--- config.mk ---
export PLATFORM = sky130hd
export DESIGN_NAME = program_loader_flat
export DESIGN_NICKNAME = d
export VERILOG_FILES = /design/src/rtl/program_loader_pkg.sv /design/src/rtl/program_loader_if.sv /design/src/rtl/loader_checksum.sv /design/src/rtl/program_loader.sv /design/src/flat_wrapper.sv
export SDC_FILE = /design/constraint.sdc
export NUM_CORES = 1
export LEC_CHECK = 0
export CAP_MARGIN = 15
export CORE_ASPECT_RATIO = 1.4
export CORE_MARGIN = 2
export CORE_UTILIZATION = 56
export DETAILED_ROUTE_END_ITERATION = 7
export DONT_BUFFER_PORTS = 1
export GPL_ROUTABILITY_DRIVEN = 0
export MAX_ROUTING_LAYER = met4
export PLACE_DENSITY = 0.74
export SYNTH_ARGS = -nofsm -noshare
export SYNTH_HDL_FRONTEND = slang
export SYNTH_HIERARCHICAL = 1
export SYNTH_SLANG_ARGS = --single-unit
--- constraint.sdc ---
create_clock -name clk -period 1.7 [get_ports clk]
set_input_delay 0.34 -clock clk [delete_from_list [all_inputs] [get_ports clk]]
set_output_delay 0.34 -clock clk [all_outputs]
set_load 0.1 [all_outputs]
--- src/rtl/program_loader_pkg.sv ---
// program_loader_pkg: shared definitions for the boot-time program loader.
//   - state_e            : loader FSM state encoding
//   - *_DEFAULT          : default address width, data width and frame sync byte
//   - len_is_valid()     : frame length check (1 .. 2^ADD_WIDTH payload bytes)
package program_loader_pkg;

    typedef enum logic [2:0] {
        StIdle     = 3'd0,
        StLen      = 3'd1,
        StData     = 3'd2,
        StCsum     = 3'd3,
        StDone     = 3'd4,
        StErrFlush = 3'd5
    } state_e;

    localparam int unsigned ADD_WIDTH_DEFAULT = 7;
    localparam int unsigned WIDTH_DEFAULT     = 8;
    localparam logic [7:0]  SYNC_BYTE_DEFAULT = 8'hA5;

    // A length of zero is meaningless and anything above the memory depth would
    // make the address counter wrap inside a frame.
    function automatic logic len_is_valid(input int unsigned n, input int unsigned aw);
        return (n != 0) && (n <= (32'd1 << aw));
    endfunction

endpackage

--- src/rtl/program_loader_if.sv ---
// program_loader_if: load-link stream plus program-memory write port.
//   in_valid/in_data/in_ready : byte stream, transfer on in_valid && in_ready
//   pm_wr_en/pm_addr/pm_wr_data: registered program-memory write port
//   cpu_hold/load_done/load_err: boot status
// Modports: master = stream source / status sink, slave = the loader.
interface program_loader_if #(
    parameter int unsigned ADD_WIDTH = 7,
    parameter int unsigned WIDTH     = 8
) ();

    logic                 in_valid;
    logic [WIDTH-1:0]     in_data;
    logic                 in_ready;
    logic                 pm_wr_en;
    logic [ADD_WIDTH-1:0] pm_addr;
    logic [WIDTH-1:0]     pm_wr_data;
    logic                 cpu_hold;
    logic                 load_done;
    logic                 load_err;

    modport master (
        output in_valid, in_data,
        input  in_ready, pm_wr_en, pm_addr, pm_wr_data, cpu_hold, load_done, load_err
    );

    modport slave (
        input  in_valid, in_data,
        output in_ready, pm_wr_en, pm_addr, pm_wr_data, cpu_hold, load_done, load_err
    );

endinterface

--- src/rtl/loader_checksum.sv ---
// loader_checksum: running mod-2^WIDTH byte sum for the program loader.
// Only instantiated when PROGRAM_LOADER_CHECKSUM_EN is defined.
//   clk, rst : clock, asynchronous active-low reset
//   i_clear  : zero the sum (start of frame)
//   i_add    : add i_data to the sum
//   i_data   : byte to add, also the value compared against the sum
//   o_match  : current sum equals i_data
module loader_checksum #(
    parameter int unsigned WIDTH = 8
) (
    input  logic             clk,
    input  logic             rst,
    input  logic             i_clear,
    input  logic             i_add,
    input  logic [WIDTH-1:0] i_data,
    output logic             o_match
);

    logic [WIDTH-1:0] r_sum;

    always_ff @(posedge clk or negedge rst) begin
        if (!rst) begin
            r_sum <= '0;
        end else if (i_clear) begin
            r_sum <= '0;
        end else if (i_add) begin
            r_sum <= r_sum + i_data;
        end
    end

    assign o_match = (r_sum == i_data);

endmodule

--- src/rtl/program_loader.sv ---
// program_loader: boot-time writer for the byte-wide CPU program memory.
// Accepts frames of SYNC_BYTE, length N, N payload bytes [, checksum] and
// writes each payload byte to consecutive addresses from 0. Holds the CPU in
// reset until a complete, valid image has been written.
//   clk  : clock, all state on rising edge
//   rst  : asynchronous active-low reset
//   bus  : program_loader_if.slave (stream in, memory write port and status out)
// Build option: PROGRAM_LOADER_CHECKSUM_EN adds a trailing mod-256 checksum
// byte to the frame and the loader_checksum accumulator that verifies it.
module program_loader
    import program_loader_pkg::*;
#(
    parameter int unsigned      ADD_WIDTH = ADD_WIDTH_DEFAULT,
    parameter int unsigned      WIDTH     = WIDTH_DEFAULT,
    parameter logic [WIDTH-1:0] SYNC_BYTE = WIDTH'(SYNC_BYTE_DEFAULT)
) (
    input  logic            clk,
    input  logic            rst,
    program_loader_if.slave bus
);

    state_e               r_state, w_state_next;
    logic [ADD_WIDTH-1:0] r_addr, w_addr_next;
    logic [WIDTH-1:0]     r_remain, w_remain_next;
    logic                 r_pm_wr_en, w_pm_wr_en_next;
    logic [ADD_WIDTH-1:0] r_pm_addr, w_pm_addr_next;
    logic [WIDTH-1:0]     r_pm_wr_data, w_pm_wr_data_next;
    logic                 r_cpu_hold, w_cpu_hold_next;
    logic                 r_load_done, w_load_done_next;
    logic                 r_load_err, w_load_err_next;
    logic                 w_in_ready;
    logic                 w_xfer;
    logic                 w_is_sync;

    assign w_in_ready = (r_state != StErrFlush);
    assign w_xfer     = bus.in_valid && w_in_ready;
    assign w_is_sync  = (bus.in_data == SYNC_BYTE);

`ifdef PROGRAM_LOADER_CHECKSUM_EN
    logic w_csum_clear;
    logic w_csum_add;
    logic w_csum_match;

    loader_checksum #(
        .WIDTH (WIDTH)
    ) u_checksum (
        .clk     (clk),
        .rst     (rst),
        .i_clear (w_csum_clear),
        .i_add   (w_csum_add),
        .i_data  (bus.in_data),
        .o_match (w_csum_match)
    );
`endif

    always_ff @(posedge clk or negedge rst) begin
        if (!rst) begin
            r_state <= StIdle;
        end else begin
            r_state <= w_state_next;
        end
    end

    always_ff @(posedge clk or negedge rst) begin
        if (!rst) begin
            r_addr       <= '0;
            r_remain     <= '0;
            r_pm_wr_en   <= 1'b0;
            r_pm_addr    <= '0;
            r_pm_wr_data <= '0;
            r_cpu_hold   <= 1'b1;
            r_load_done  <= 1'b0;
            r_load_err   <= 1'b0;
        end else begin
            r_addr       <= w_addr_next;
            r_remain     <= w_remain_next;
            r_pm_wr_en   <= w_pm_wr_en_next;
            r_pm_addr    <= w_pm_addr_next;
            r_pm_wr_data <= w_pm_wr_data_next;
            r_cpu_hold   <= w_cpu_hold_next;
            r_load_done  <= w_load_done_next;
            r_load_err   <= w_load_err_next;
        end
    end

    always_comb begin
        w_state_next      = r_state;
        w_addr_next       = r_addr;
        w_remain_next     = r_remain;
        w_pm_wr_en_next   = 1'b0;
        w_pm_addr_next    = r_pm_addr;
        w_pm_wr_data_next = r_pm_wr_data;
        w_cpu_hold_next   = r_cpu_hold;
        w_load_done_next  = r_load_done;
        w_load_err_next   = r_load_err;
`ifdef PROGRAM_LOADER_CHECKSUM_EN
        w_csum_clear      = 1'b0;
        w_csum_add        = 1'b0;
`endif

        case (r_state)
            // DONE behaves like IDLE except that the CPU is released; a new
            // sync byte restarts the load either way.
            StIdle, StDone: begin
                if (w_xfer && w_is_sync) begin
                    w_addr_next      = '0;
                    w_cpu_hold_next  = 1'b1;
                    w_load_done_next = 1'b0;
                    w_load_err_next  = 1'b0;
                    w_state_next     = StLen;
`ifdef PROGRAM_LOADER_CHECKSUM_EN
                    w_csum_clear     = 1'b1;
`endif
                end
            end

            StLen: begin
                if (w_xfer) begin
                    if (len_is_valid(32'(bus.in_data), ADD_WIDTH)) begin
                        w_remain_next = bus.in_data;
                        w_state_next  = StData;
                    end else begin
                        w_state_next  = StErrFlush;
                    end
                end
            end

            StData: begin
                if (w_xfer) begin
                    w_pm_wr_en_next   = 1'b1;
                    w_pm_addr_next    = r_addr;
                    w_pm_wr_data_next = bus.in_data;
                    w_addr_next       = r_addr + ADD_WIDTH'(1);
                    w_remain_next     = r_remain - WIDTH'(1);
`ifdef PROGRAM_LOADER_CHECKSUM_EN
                    w_csum_add        = 1'b1;
`endif
                    if (r_remain == WIDTH'(1)) begin
`ifdef PROGRAM_LOADER_CHECKSUM_EN
                        w_state_next     = StCsum;
`else
                        w_state_next     = StDone;
                        w_cpu_hold_next  = 1'b0;
                        w_load_done_next = 1'b1;
`endif
                    end
                end
            end

`ifdef PROGRAM_LOADER_CHECKSUM_EN
            StCsum: begin
                if (w_xfer) begin
                    if (w_csum_match) begin
                        w_state_next     = StDone;
                        w_cpu_hold_next  = 1'b0;
                        w_load_done_next = 1'b1;
                    end else begin
                        w_state_next     = StErrFlush;
                    end
                end
            end
`endif

            // Single stall cycle; already-written memory is left as is.
            StErrFlush: begin
                w_state_next    = StIdle;
                w_load_err_next = 1'b1;
                w_cpu_hold_next = 1'b1;
            end

            default: begin
                w_state_next = StIdle;
            end
        endcase
    end

    assign bus.in_ready   = w_in_ready;
    assign bus.pm_wr_en   = r_pm_wr_en;
    assign bus.pm_addr    = r_pm_addr;
    assign bus.pm_wr_data = r_pm_wr_data;
    assign bus.cpu_hold   = r_cpu_hold;
    assign bus.load_done  = r_load_done;
    assign bus.load_err   = r_load_err;

endmodule

--- src/flat_wrapper.sv ---
// flat-port wrapper written by rule: the top's interface ports become plain ports
module program_loader_flat import program_loader_pkg::*;
#(
    parameter int unsigned      ADD_WIDTH = ADD_WIDTH_DEFAULT,
    parameter int unsigned      WIDTH     = WIDTH_DEFAULT,
    parameter logic [WIDTH-1:0] SYNC_BYTE = WIDTH'(SYNC_BYTE_DEFAULT)
)
  (clk, rst, bus_in_valid, bus_in_data, bus_in_ready, bus_pm_wr_en, bus_pm_addr, bus_pm_wr_data, bus_cpu_hold, bus_load_done, bus_load_err);
  program_loader_if #(.ADD_WIDTH(ADD_WIDTH), .WIDTH(WIDTH)) bus_i ();
  input  logic clk;
  input  logic rst;
  input wire logic [$bits(bus_i.in_valid)-1:0] bus_in_valid;
  input wire logic [$bits(bus_i.in_data)-1:0] bus_in_data;
  output wire logic [$bits(bus_i.in_ready)-1:0] bus_in_ready;
  output wire logic [$bits(bus_i.pm_wr_en)-1:0] bus_pm_wr_en;
  output wire logic [$bits(bus_i.pm_addr)-1:0] bus_pm_addr;
  output wire logic [$bits(bus_i.pm_wr_data)-1:0] bus_pm_wr_data;
  output wire logic [$bits(bus_i.cpu_hold)-1:0] bus_cpu_hold;
  output wire logic [$bits(bus_i.load_done)-1:0] bus_load_done;
  output wire logic [$bits(bus_i.load_err)-1:0] bus_load_err;
  assign bus_i.in_valid = bus_in_valid;
  assign bus_i.in_data = bus_in_data;
  assign bus_in_ready = bus_i.in_ready;
  assign bus_pm_wr_en = bus_i.pm_wr_en;
  assign bus_pm_addr = bus_i.pm_addr;
  assign bus_pm_wr_data = bus_i.pm_wr_data;
  assign bus_cpu_hold = bus_i.cpu_hold;
  assign bus_load_done = bus_i.load_done;
  assign bus_load_err = bus_i.load_err;
  program_loader #(.ADD_WIDTH(ADD_WIDTH), .WIDTH(WIDTH), .SYNC_BYTE(SYNC_BYTE)) u_core (.clk(clk), .rst(rst), .bus(bus_i));
endmodule
### After elaboration in Yosys (flattened, before gate mapping)

Index checks and enable logic that the tools add are counted.

* output and inout bits: 20
* input bits: 11
* register bits after elaboration: 37

* magnitude comparators: 1
* equality and inequality tests: 12
* mux-type cells: 24
* $add $sub $neg: 2
* reductions and logical operators: 17

Operator list (number)
* 8-bit two-way mux: 3
* 8-bit one-hot mux with 2 select lines: 1
* 4-bit AND reduction: 4
* 3-bit two-way mux: 5
* 7-bit two-way mux: 2
* 7-bit one-hot mux with 2 select lines: 1
* 2-bit by 1-bit inequality test with 1-bit output (second input constant): 5
* 3-bit one-hot mux with 3 select lines: 1
* 8-bit by 1-bit equality test with 1-bit output (second input constant): 1
* 8-bit equality test (second input constant): 1
* 8-bit <= comparator (second input constant): 1
* 1-bit two-way mux: 8
* 8-bit nonzero test: 1
* 8-bit by 1-bit subtractor with 8-bit output (second input constant): 1
* 7-bit by 1-bit adder with 7-bit output (second input constant): 1
* 3-bit equality test (second input constant): 2
* 2-bit nonzero test: 3
* 1-bit one-hot mux with 2 select lines: 2
* 2-bit AND reduction: 2
* 3-bit by 1-bit equality test with 1-bit output (second input constant): 1
* 3-bit by 2-bit equality test with 1-bit output (second input constant): 1
* 1-bit logical AND: 3
* 3-bit logical NOT: 1
* 3-bit inequality test (second input constant): 1
* other kinds (4): 4

### Logic depth before layout (Yosys ltp)

Gate-level depths: netlist of run 1.

* depth after elaboration: 5
* gate-level depth with buffers: 7
* gate-level depth less buffers: 6

### Worst setup path after synthesis of run 1

Ideal clock, no wire load.

* kind: register to register
* from: register u_core.r_state[1]
* to: register u_core.r_state[2]
* setup slack: -0.854 ns
* arrival time: 2.471 ns
* clock period less this slack: 2.554 ns
* library setup time: 0.082 ns
* stages on the path, launching flop included: 6
* path through: dfrtp_1 > buf_6 > nand3b_1 > and2_1 > a2111o_1 > a31oi_1

* word-level cells in the longest chain between the ends: 5

Ends and longest elaborated chain
* start: declaration: line program_loader.sv:22 `state_e r_state, w_state_next;`
* start signal: assignment: line program_loader.sv:58 `r_state <= StIdle;`
* start signal: assignment: line program_loader.sv:60 `r_state <= w_state_next;`
* 3-bit inequality test *: line program_loader.sv:35 `assign w_in_ready = (r_state != StErrFlush);`
* named net bus_in_ready: line flat_wrapper.sv:14 `output wire logic [$bits(bus_i.in_ready)-1:0] bus_in_ready;`
* 1-bit logical AND *: line program_loader.sv:36 `assign w_xfer = bus.in_valid && w_in_ready;`
* 1-bit logical AND: line program_loader.sv:105 `if (w_xfer && w_is_sync) begin`
* 2-bit by 1-bit inequality test with 1-bit output (no line)
* 4-bit AND reduction (no line) *

The timed path passes the listed nets; every way through them passes the cells marked *.
A chain may end at the register's enable or synchronous reset.

### Final worst setup path of run 1

* from: register u_core.r_remain[6]
* to: register u_core.r_remain[7]

* word-level cells in the longest chain between the ends: 3

Ends and longest elaborated chain
* start: declaration: line program_loader.sv:24 `logic [WIDTH-1:0] r_remain, w_remain_next;`
* start signal: assignment: line program_loader.sv:76 `r_remain <= w_remain_next;`
* 8-bit by 1-bit subtractor with 8-bit output: line program_loader.sv:134 `w_remain_next = r_remain - WIDTH'(1);`
* 8-bit two-way mux: line program_loader.sv:129 `if (w_xfer) begin`
* 8-bit one-hot mux with 2 select lines: line program_loader.sv:101 `case (r_state)`

Every way passes these cells. The select of a mux whose other input is x is not followed.

==> flow_metrics.env, run 1 <==
export IMPL_crit_type="flop to flop"
export IMPL_core_area_um2=3350
export IMPL_first_pass_iters=5
export IMPL_rows=25
export IMPL_antenna_cells=0
export IMPL_ant_nets=0
export IMPL_io_pins=31
export IMPL_nNetsFinal=283
export IMPL_crit_chain="buf_4 -> or2_2 -> o41ai_4 -> a21oi_1 -> nor4_2"
export IMPL_fill_cells=205
export IMPL_slew_headroom=0.661
export IMPL_power_mw=2.02
export IMPL_grt_pass1_wl_um=8640
export IMPL_yosysWarnings=6
export IMPL_power_internal_mw=1.50
export IMPL_ys_flop_type="dfrtp_1"
export IMPL_p_sw_frac=0.258
export IMPL_multi_input_comb_area_um2=1080
export IMPL_rsz0062_at_grt="true"
export IMPL_finalCritPeriodShare=1.06
export IMPL_via_per_inst=6.31
export IMPL_vias=1957
export IMPL_fin_util=0.799
export IMPL_netlist_area_um2=1950
export IMPL_status="finished, violations left"
export IMPL_pwr_share_clk=0.382
export IMPL_antenna_found_initial=0
export IMPL_drc=0
export IMPL_dieWidth_um=53.9
export IMPL_synthArstFlopShare=1.00
export IMPL_root_buffer="clkbuf_8"
export IMPL_switchingPower_uw=523
export IMPL_setup_tns_ps=-155
export IMPL_ys_seq_area_frac=0.475
export IMPL_fp_dieArea_um2=3980
export IMPL_p_per_area_nw_per_um2=757
export IMPL_crit_slowest_cell="dfrtp_1"
export IMPL_die_y_um=73.9
export IMPL_ir_drop_v=0.000648
export IMPL_setup_viol=3
export IMPL_area_growth_pct=37.0
export IMPL_start_kind="flop"
export IMPL_pwr_share_comb=0.156
export IMPL_end_kind="flop"
export IMPL_power_leakage_nw=1.29
export IMPL_grt_max_degree=38
export IMPL_finalMaxSlewViolations=0
export IMPL_syn_area_per_cell_um2=9.08
export IMPL_drv_cap=0
export IMPL_initial_core_util=0.583
export IMPL_fin_crit_ps=1790
export IMPL_worst_pin_slew_ps=509
export IMPL_grt_pass1_vias=1880
export IMPL_post_synth_num_cell_types=49
export IMPL_path_clk_slew_ps=70
export IMPL_crit_required_ps=1880
export IMPL_numClockSinks=37
export IMPL_port_buffers=0
export IMPL_seqCellArea_um2=928
export IMPL_clock_fmax_ghz=0.557
export IMPL_clock_latency_ps=280
export IMPL_detail_route_wl_per_cell_um=17.9
export IMPL_htreeDepth=2
export IMPL_drive_above_1_share=0.348
export IMPL_postPlaceCellArea_um2=2310
export IMPL_crit_fanout=3
export IMPL_finalHoldViolations=0
export IMPL_crit_arrival_ps=1980
export IMPL_finalWirelength_um=5560
export IMPL_cts_buffers=5
export IMPL_dp_slack_ps=-214
export IMPL_grt_overflow=0
export IMPL_dp_hpwl_um=3690
export IMPL_cts_buffer_depth=2
export IMPL_failed_checks="negative setup slack"
export IMPL_synth_edf_count=0
export IMPL_syn_inst=215
export IMPL_skew_ps=3.91
export IMPL_design_area_um2=2670
export IMPL_dr_first_iter_drc_count=106
export IMPL_ys_seq_elements=37
export IMPL_syn_num_nets=229
export IMPL_fin_ws_ps=-94.3
export IMPL_tritoncts="done"
export IMPL_grt_usage=0.308
export IMPL_seq_power_share=0.462
export IMPL_slowest_delay_ps=420
export IMPL_min_path_type="input port to flop"
-- sequential cells by signal, summed over array words and instances, names as in the netlist --
| register | flops |
|---|---|
| u_core/bus.pm_wr_data | 8 |
| u_core/r_remain | 8 |
| u_core/bus.load_err | 1 |
| u_core/bus.cpu_hold | 1 |
| u_core/bus.load_done | 1 |
| u_core/r_addr | 7 |
| u_core/r_state | 3 |
| u_core/bus.pm_addr | 7 |
| u_core/bus.pm_wr_en | 1 |
-- layout by cell type, fill, tap and decap left out, drive strengths merged, types with 2 or more instances in the layout --
cell type,instances
nand4b,2
o21ai,12
o41ai,2
clkbuf,7
nand3b,2
dfrtp,36
nand2,52
xor2,2
a311oi,4
ha,3
or2,2
or3,8
nor2,7
buf,57
nand4,8
inv,11
nand3,6
and3,2
nor3,7
a21oi,7
nor3b,2
a21o,2
nor4,6
-- path summary, 6_finish.rpt --
kind | from | to | slack, ps | cells after the start
setup / recovery | u_core/r_remain[6] | u_core/r_remain[7] | -90 | 5
hold / removal | bus_in_data[2] | u_core/bus.pm_wr_data[2] | 160 | 2
setup reg to reg | u_core/r_remain[6] | u_core/r_remain[7] | -90 | 5
hold reg to reg | u_core/bus.pm_addr[0] | u_core/bus.pm_addr[0] | 480 | 2
max in group asynchronous | rst | u_core/bus.cpu_hold | 940 | 2
min in group asynchronous | rst | u_core/bus.pm_wr_en | 510 | 2
-- kinds of logic after synthesis --
kind of cell | after synthesis | synth area share
muxes | 1 | 0.00577
AOI/OAI and AO/OA | 41 | 0.146
adders and majority gates | 3 | 0.0192
DFF | 37 | 0.475
buffers and inverters | 22 | 0.0622
and+or+nand+nor | 109 | 0.283
xor gates and xnor gates | 2 | 0.00898
-- worst max-delay path: cells and delay by family (launching register included) --
family,cells,cell delay (ps)
AO/OA/AOI/OAI,2,490
buffers and inverters,1,160
flip-flops,1,420
AND/OR/NAND/NOR,2,630
-- per-layer routing --
metal | up-vias | track usage | wire length, um
li1 | 891 | - | -
met1 | 929 | 0.363 | 2050
met2 | 111 | 0.495 | 2810
met3 | 26 | 0.0711 | 468
met4 | 0 | 0.131 | 225
met5 | - | - | 0
-- layout make-up --
class / instances / share of cell area
clock inverters: 1 / 0.0112
well taps: 40 / 0.0187
multi-input cells: 156 / 0.404
clock buffers: 7 / 0.0323
repair buffers: 58 / 0.171
inverters: 11 / 0.0154
flip-flops and latches: 37 / 0.347
-- Yosys cell counts (2+ instances only) --
library cell | instances | area (um2)
inv_1 | 11 | 41.3
a21oi_1 | 7 | 35.0
buf_6 | 5 | 56.3
nand4_1 | 8 | 50.1
nor3_1 | 6 | 30.0
nand2_1 | 52 | 195
a311oi_1 | 4 | 35.0
nor4_1 | 5 | 31.3
o41ai_1 | 2 | 17.5
clkbuf_1 | 5 | 18.8
a21o_1 | 2 | 15.0
nor3b_1 | 2 | 15.0
nand4b_1 | 2 | 17.5
nand3b_1 | 2 | 15.0
ha_1 | 3 | 37.5
and3_1 | 2 | 12.5
or2_2 | 2 | 12.5
or3_1 | 7 | 43.8
xor2_1 | 2 | 17.5
o21ai_0 | 11 | 55.1
dfrtp_1 | 36 | 901
nand3_1 | 6 | 30.0
nor2_1 | 7 | 26.3
-- through the flow --
| step | hold slack, ps | std cells |
|---|---|---|
| finish | 158 | 310 |
| global route | 156 | 310 |
| global placement | 45.3 | 293 |
| CTS | 153 | 305 |
| floorplan | 44.4 | 215 |
| detailed placement | 45.3 | 293 |
-- power by group through the flow --
| stage | clock, mW | combinational, mW | sequential [mW] |
|---|---|---|---|
| floorplan | 0 | 0.113 | 1.02 |
| global placement | 0 | 0.243 | 0.943 |
| detailed placement | 0 | 0.249 | 0.944 |
| CTS | 0.784 | 0.281 | 0.932 |
| global route | 0.816 | 0.338 | 0.937 |
| finish | 0.773 | 0.316 | 0.934 |
-- timing repair --
action / in CTS / in global routing
resized for setup: 13 / 14
pin swaps: 4 / 5
buffers inserted: 2 / 5
setup endpoints to repair: 5 / 11
hold endpoints to repair: 37 / 0
hold buffers: 2 / 0
(Power assumes the default switching activity.)
==> run 2: changes to the inputs <==
--- a/config.mk
+++ b/config.mk
@@ -8,12 +8,12 @@
 export CAP_MARGIN = 15
 export CORE_ASPECT_RATIO = 1.4
 export CORE_MARGIN = 2
-export CORE_UTILIZATION = 56
+export CORE_UTILIZATION = 60
 export DETAILED_ROUTE_END_ITERATION = 7
 export DONT_BUFFER_PORTS = 1
 export GPL_ROUTABILITY_DRIVEN = 0
 export MAX_ROUTING_LAYER = met4
-export PLACE_DENSITY = 0.74
+export PLACE_DENSITY = 0.76
 export SYNTH_ARGS = -nofsm -noshare
 export SYNTH_HDL_FRONTEND = slang
 export SYNTH_HIERARCHICAL = 1
==> constraint.sdc (replaced) <==
create_clock -name clk -period 2.13 [get_ports clk]
set_input_delay 0.426 -clock clk [delete_from_list [all_inputs] [get_ports clk]]
set_output_delay 0.426 -clock clk [all_outputs]
set_load 0.1 [all_outputs]
==> run 2 against run 1 <==
Against the previous run: the run now ends clean; setup slack improved by 280 ps; combinational power fell by 41%; die area fell by 6.2%; largest cell class is now flip-flops and latches.
==> flow_metrics.env, run 2 (synthesis results as in run 1) <==
export IMPL_fill_cells=253
export IMPL_drive_above_1_share=0.208
export IMPL_reg2reg_depth=7
export IMPL_power_leakage_nw=1.10
export IMPL_finalHoldViolations=0
export IMPL_grt_overflow=0
export IMPL_worst_pin_slew_ps=510
export IMPL_dieWidth_um=52.2
export IMPL_setup_viol=0
export IMPL_wl_met3_um=436
export IMPL_io_pins=31
export IMPL_htreeDepth=2
export IMPL_crit_slowest_cell="dfrtp_1"
export IMPL_via_per_inst=6.46
export IMPL_hold_slack_ps=247
export IMPL_fin_ws_ps=186
export IMPL_seqCellArea_um2=927
export IMPL_end_kind="flop"
export IMPL_clock_fmax_ghz=0.514
export IMPL_initial_core_util=0.625
export IMPL_grt_max_degree=38
export IMPL_design_area_um2=2280
export IMPL_dr_first_iter_drc_count=56
export IMPL_finalWirelength_um=4800
export IMPL_antenna_found_initial=0
export IMPL_core_area_um2=3120
export IMPL_top_layer="met4"
export IMPL_path_depth=7
export IMPL_path_buf_inv=2
export IMPL_min_path_type="input port to flop"
export IMPL_holdPathStages=2
export IMPL_multi_input_comb_area_um2=912
export IMPL_finalMaxSlewViolations=0
export IMPL_crit_required_ps=2300
export IMPL_vias=1835
export IMPL_antenna_cells=0
export IMPL_ir_drop_v=0.000623
export IMPL_final_cell_mix="52 x nand2_1, 36 x dfrtp_1, 31 x buf_4, 11 x inv_1, 11 x o21ai_0"
export IMPL_rsz0062_at_grt="false"
export IMPL_clock_latency_ps=290
export IMPL_grt_usage=0.296
export IMPL_dp_hpwl_um=3470
export IMPL_cts_setup_buffers=0
export IMPL_crit_type="flop to flop"
export IMPL_slew_headroom=0.660
export IMPL_first_pass_iters=4
export IMPL_drv_cap=0
export IMPL_crit_chain="inv_1 -> ha_1 -> nor4b_2 -> buf_4 -> a311oi_1 -> or2_2 -> o311a_1"
export IMPL_wl_met2_um=2370
export IMPL_slowest_delay_ps=410
export IMPL_detail_route_wl_per_cell_um=16.9
export IMPL_root_buffer="clkbuf_8"
export IMPL_instances_no_fill=284
export IMPL_crit_fanout=4
export IMPL_die_y_um=71.5
export IMPL_drc=0
export IMPL_crit_arrival_ps=2120
export IMPL_fin_crit_ps=1940
export IMPL_finalCritPeriodShare=0.913
export IMPL_dp_slack_ps=88.2
export IMPL_postPlaceCellArea_um2=2160
export IMPL_crit_family="simple AND/OR/NAND/NOR gates"
export IMPL_status="finished, final reports clean"
export IMPL_cts_buffer_depth=2
export IMPL_grt_pass1_wl_um=8110
export IMPL_skew_ps=3.88
export IMPL_rows=24
export IMPL_numClockSinks=37
export IMPL_nNetsFinal=258
export IMPL_area_growth_pct=16.7
export IMPL_tritoncts="done"
export IMPL_path_clk_slew_ps=70
export IMPL_cts_buffers=5
export IMPL_fp_dieArea_um2=3730
export IMPL_start_kind="flop"
export IMPL_ant_nets=0
export IMPL_grt_pass1_vias=1763
export IMPL_dp_cells=274
export IMPL_power_mw=1.41
export IMPL_final_common_cell="nand2_1"
export IMPL_wl_met1_um=1810
export IMPL_p_per_area_nw_per_um2=618
export IMPL_port_buffers=0
run 2: final cells by class:
cell class,count,share of cell area
Timing Repair Buffer,33,0.115
Clock buffer,5,0.0302
Sequential cell,37,0.407
Inverter,11,0.0181
Tap cell,39,0.0214
Multi-Input combinational cell,156,0.400
Clock inverter,3,0.00769
run 2: worst register-to-register path, stage by stage, from the launching register on:
cell and delay [ps]:
dfrtp_1 410, inv_1 110, ha_1 150, nor4b_2 210, buf_4 170, a311oi_1 110
or2_2 330, o311a_1 340
run 2: worst paths after layout:
kind,from,to,slack [ps]
worst min-delay path,bus_in_data[1],u_core/bus.pm_wr_data[1],250
worst max register to register,u_core/r_remain[1],u_core/r_remain[2],190
worst max-delay path,u_core/r_remain[1],u_core/r_remain[2],190
max in group asynchronous,rst,u_core/bus.cpu_hold,1270
min in group asynchronous,rst,u_core/bus.pm_wr_data[4],600
worst min register to register,u_core/bus.pm_addr[6],u_core/bus.pm_addr[6],480
run 2: power breakdown:
part           switching (mW)  internal (mW)
clock                   0.242          0.225
sequential             0.0270          0.726
combinational           0.127         0.0592
run 2: metal layers:
| metal | vias to the layer above | global-route usage |
|---|---|---|
| met1 | 859 | 0.354 |
| met2 | 112 | 0.459 |
| met4 | 0 | 0.134 |
| met3 | 30 | 0.0854 |
| met5 | - | - |
| li1 | 834 | - |
run 2: timing repair:
action,4_1_cts,5_1_grt
endpoints found under the setup margin,0,1
hold buffers,2,0
hold endpoints to repair,37,0
resized for setup,0,1
run 2: per-stage QoR:
stage          setup TNS, ps   util
2_1_floorplan           -482      -
3_3_place_gp               0  0.690
3_5_place_dp               0  0.690
4_1_cts                    0  0.728
5_1_grt                    0  0.730
6_report                   0  0.730
==> run 3: changes to the inputs <==
--- a/config.mk
+++ b/config.mk
@@ -7,7 +7,6 @@
 export LEC_CHECK = 0
 export CAP_MARGIN = 15
 export CORE_ASPECT_RATIO = 1.4
-export CORE_MARGIN = 2
 export CORE_UTILIZATION = 60
 export DETAILED_ROUTE_END_ITERATION = 7
 export DONT_BUFFER_PORTS = 1
==> run 3 against run 2 <==
Against the previous run: first-iteration DRC count rose by 130%; cell count did not move; sequential share of layout area rose by 0.11 points; clock skew rose by 4.0 ps; power rose by 0.27%; cell area fell by 0.27%.
==> flow_metrics.env, run 3 (synthesis results as in run 1) <==
export IMPL_status="finished, final reports clean"
export IMPL_finalHoldViolations=0
export IMPL_r2r_slack_ps=130
export IMPL_clock_fmax_ghz=0.501
export IMPL_r2r_end="u_core/r_remain[2]"
export IMPL_reg2reg_depth=6
export IMPL_dieWidth_um=50.2
export IMPL_hold_end="u_core/bus.pm_wr_data[4]"
export IMPL_power_leakage_nw=1.10
export IMPL_grt_pass1_vias=1777
export IMPL_antenna_found_initial=0
export IMPL_fill_cells=246
export IMPL_worstHoldStart="bus_in_data[4]"
export IMPL_clock_latency_ps=290
export IMPL_htreeDepth=2
export IMPL_p_per_area_nw_per_um2=621
export IMPL_postPlaceCellArea_um2=2160
export IMPL_crit_type="flop to flop"
export IMPL_via_per_inst=6.34
export IMPL_grt_overflow=0
export IMPL_r2r_start="u_core/r_remain[1]"
export IMPL_grt_pass1_wl_um=8350
export IMPL_crit_required_ps=2310
export IMPL_final_cell_mix="52 x nand2_1, 36 x dfrtp_1, 31 x buf_4, 11 x inv_1, 11 x o21ai_0"
export IMPL_min_path_type="input port to flop"
export IMPL_tritoncts="done"
export IMPL_rows=24
export IMPL_hold_slack_ps=242
export IMPL_dp_hpwl_um=3550
export IMPL_finalMaxSlewViolations=0
export IMPL_crit_fanout=4
export IMPL_io_pins=31
export IMPL_vias=1800
export IMPL_finalWirelength_um=5020
export IMPL_start_kind="flop"
export IMPL_nNetsFinal=258
export IMPL_crit_chain="inv_1 -> ha_1 -> nor4b_1 -> a311oi_1 -> or2_2 -> o311a_1"
export IMPL_power_mw=1.41
export IMPL_fin_crit_ps=2000
export IMPL_cts_buffer_depth=2
export IMPL_final_common_cell="nand2_1"
export IMPL_setup_tns_ps=0
export IMPL_seqCellArea_um2=927
export IMPL_design_area_um2=2270
export IMPL_finalCritPeriodShare=0.937
export IMPL_detail_route_wl_per_cell_um=17.7
export IMPL_ir_drop_v=0.000478
export IMPL_first_pass_iters=6
export IMPL_port_buffers=0
export IMPL_holdPathStages=2
export IMPL_grt_max_degree=38
export IMPL_root_buffer="clkbuf_8"
export IMPL_path_buf_inv=1
export IMPL_core_area_um2=3090
export IMPL_crit_family="simple AND/OR/NAND/NOR gates"
export IMPL_drv_cap=0
export IMPL_crit_slowest_cell="dfrtp_1"
export IMPL_multi_input_comb_area_um2=906
export IMPL_slew_headroom=0.665
export IMPL_antenna_cells=0
export IMPL_die_y_um=69.5
export IMPL_area_growth_pct=16.4
export IMPL_crit_arrival_ps=2180
export IMPL_grt_usage=0.329
export IMPL_end_kind="flop"
export IMPL_fp_dieArea_um2=3490
export IMPL_worst_pin_slew_ps=502
export IMPL_rsz0062_at_grt="false"
export IMPL_skew_ps=7.90
export IMPL_drive_above_1_share=0.204
export IMPL_numClockSinks=37
export IMPL_ant_nets=0
export IMPL_path_clk_slew_ps=80
export IMPL_drc=0
export IMPL_setup_viol=0
export IMPL_initial_core_util=0.631
export IMPL_dr_first_iter_drc_count=128
export IMPL_cts_buffers=5
export IMPL_slowest_delay_ps=400
[run 3: changes by cell type in the layout (fill, tap and decap cells not counted)]
cell     previous run  this run
nor4b_1             0         1
nor4b_2             1         0
[run 3: metal layers]
| metal | track usage | vias to the layer above | part of all wire |
|---|---|---|---|
| met5 | - | - | 0 |
| met4 | 0.156 | 0 | 0.035 |
| met3 | 0.0768 | 22 | 0.072 |
| met2 | 0.532 | 100 | 0.51 |
| met1 | 0.378 | 847 | 0.38 |
| li1 | - | 831 | - |
[run 3: layout make-up]
cell class / count / share of cell area
repair buffers: 33 / 0.116
clock inverters: 3 / 0.00771
flip-flops and latches: 37 / 0.408
inverters: 11 / 0.0182
multi-input cells: 156 / 0.399
well taps: 39 / 0.0215
clock buffers: 5 / 0.0303
[run 3: power breakdown]
part	switching (mW)	internal [mW]
logic	0.127	0.0589
clock network	0.247	0.225
registers	0.0265	0.726
total	0.401	1.01
[run 3: worst max-delay path by stage]
stage	from	end	slack [ps]	depth (start not counted)
floorplan	u_core/r_state[1]	u_core/r_state[2]	-270	5
global placement	bus_in_data[6]	u_core/r_remain[2]	110	4
detailed placement	bus_in_data[6]	u_core/r_remain[2]	70	4
CTS	u_core/r_remain[1]	u_core/r_remain[2]	160	6
global route	u_core/r_remain[1]	u_core/r_remain[2]	50	6
finish	u_core/r_remain[1]	u_core/r_remain[2]	130	6
[run 3: repair_timing]
action                    4_1_cts  5_1_grt
hold endpoints to repair       37        0
gates resized for setup         0        0
hold buffers                    2        0
setup buffers                   0        0
[run 3: per-stage QoR]
stage	std cells	utilization	setup slack [ps]
2_1_floorplan	215	-	-272
3_3_place_gp	274	0.697	111
3_5_place_dp	274	0.697	65.1
4_1_cts	284	0.735	159
5_1_grt	284	0.735	47.3
6_report	284	0.735	133
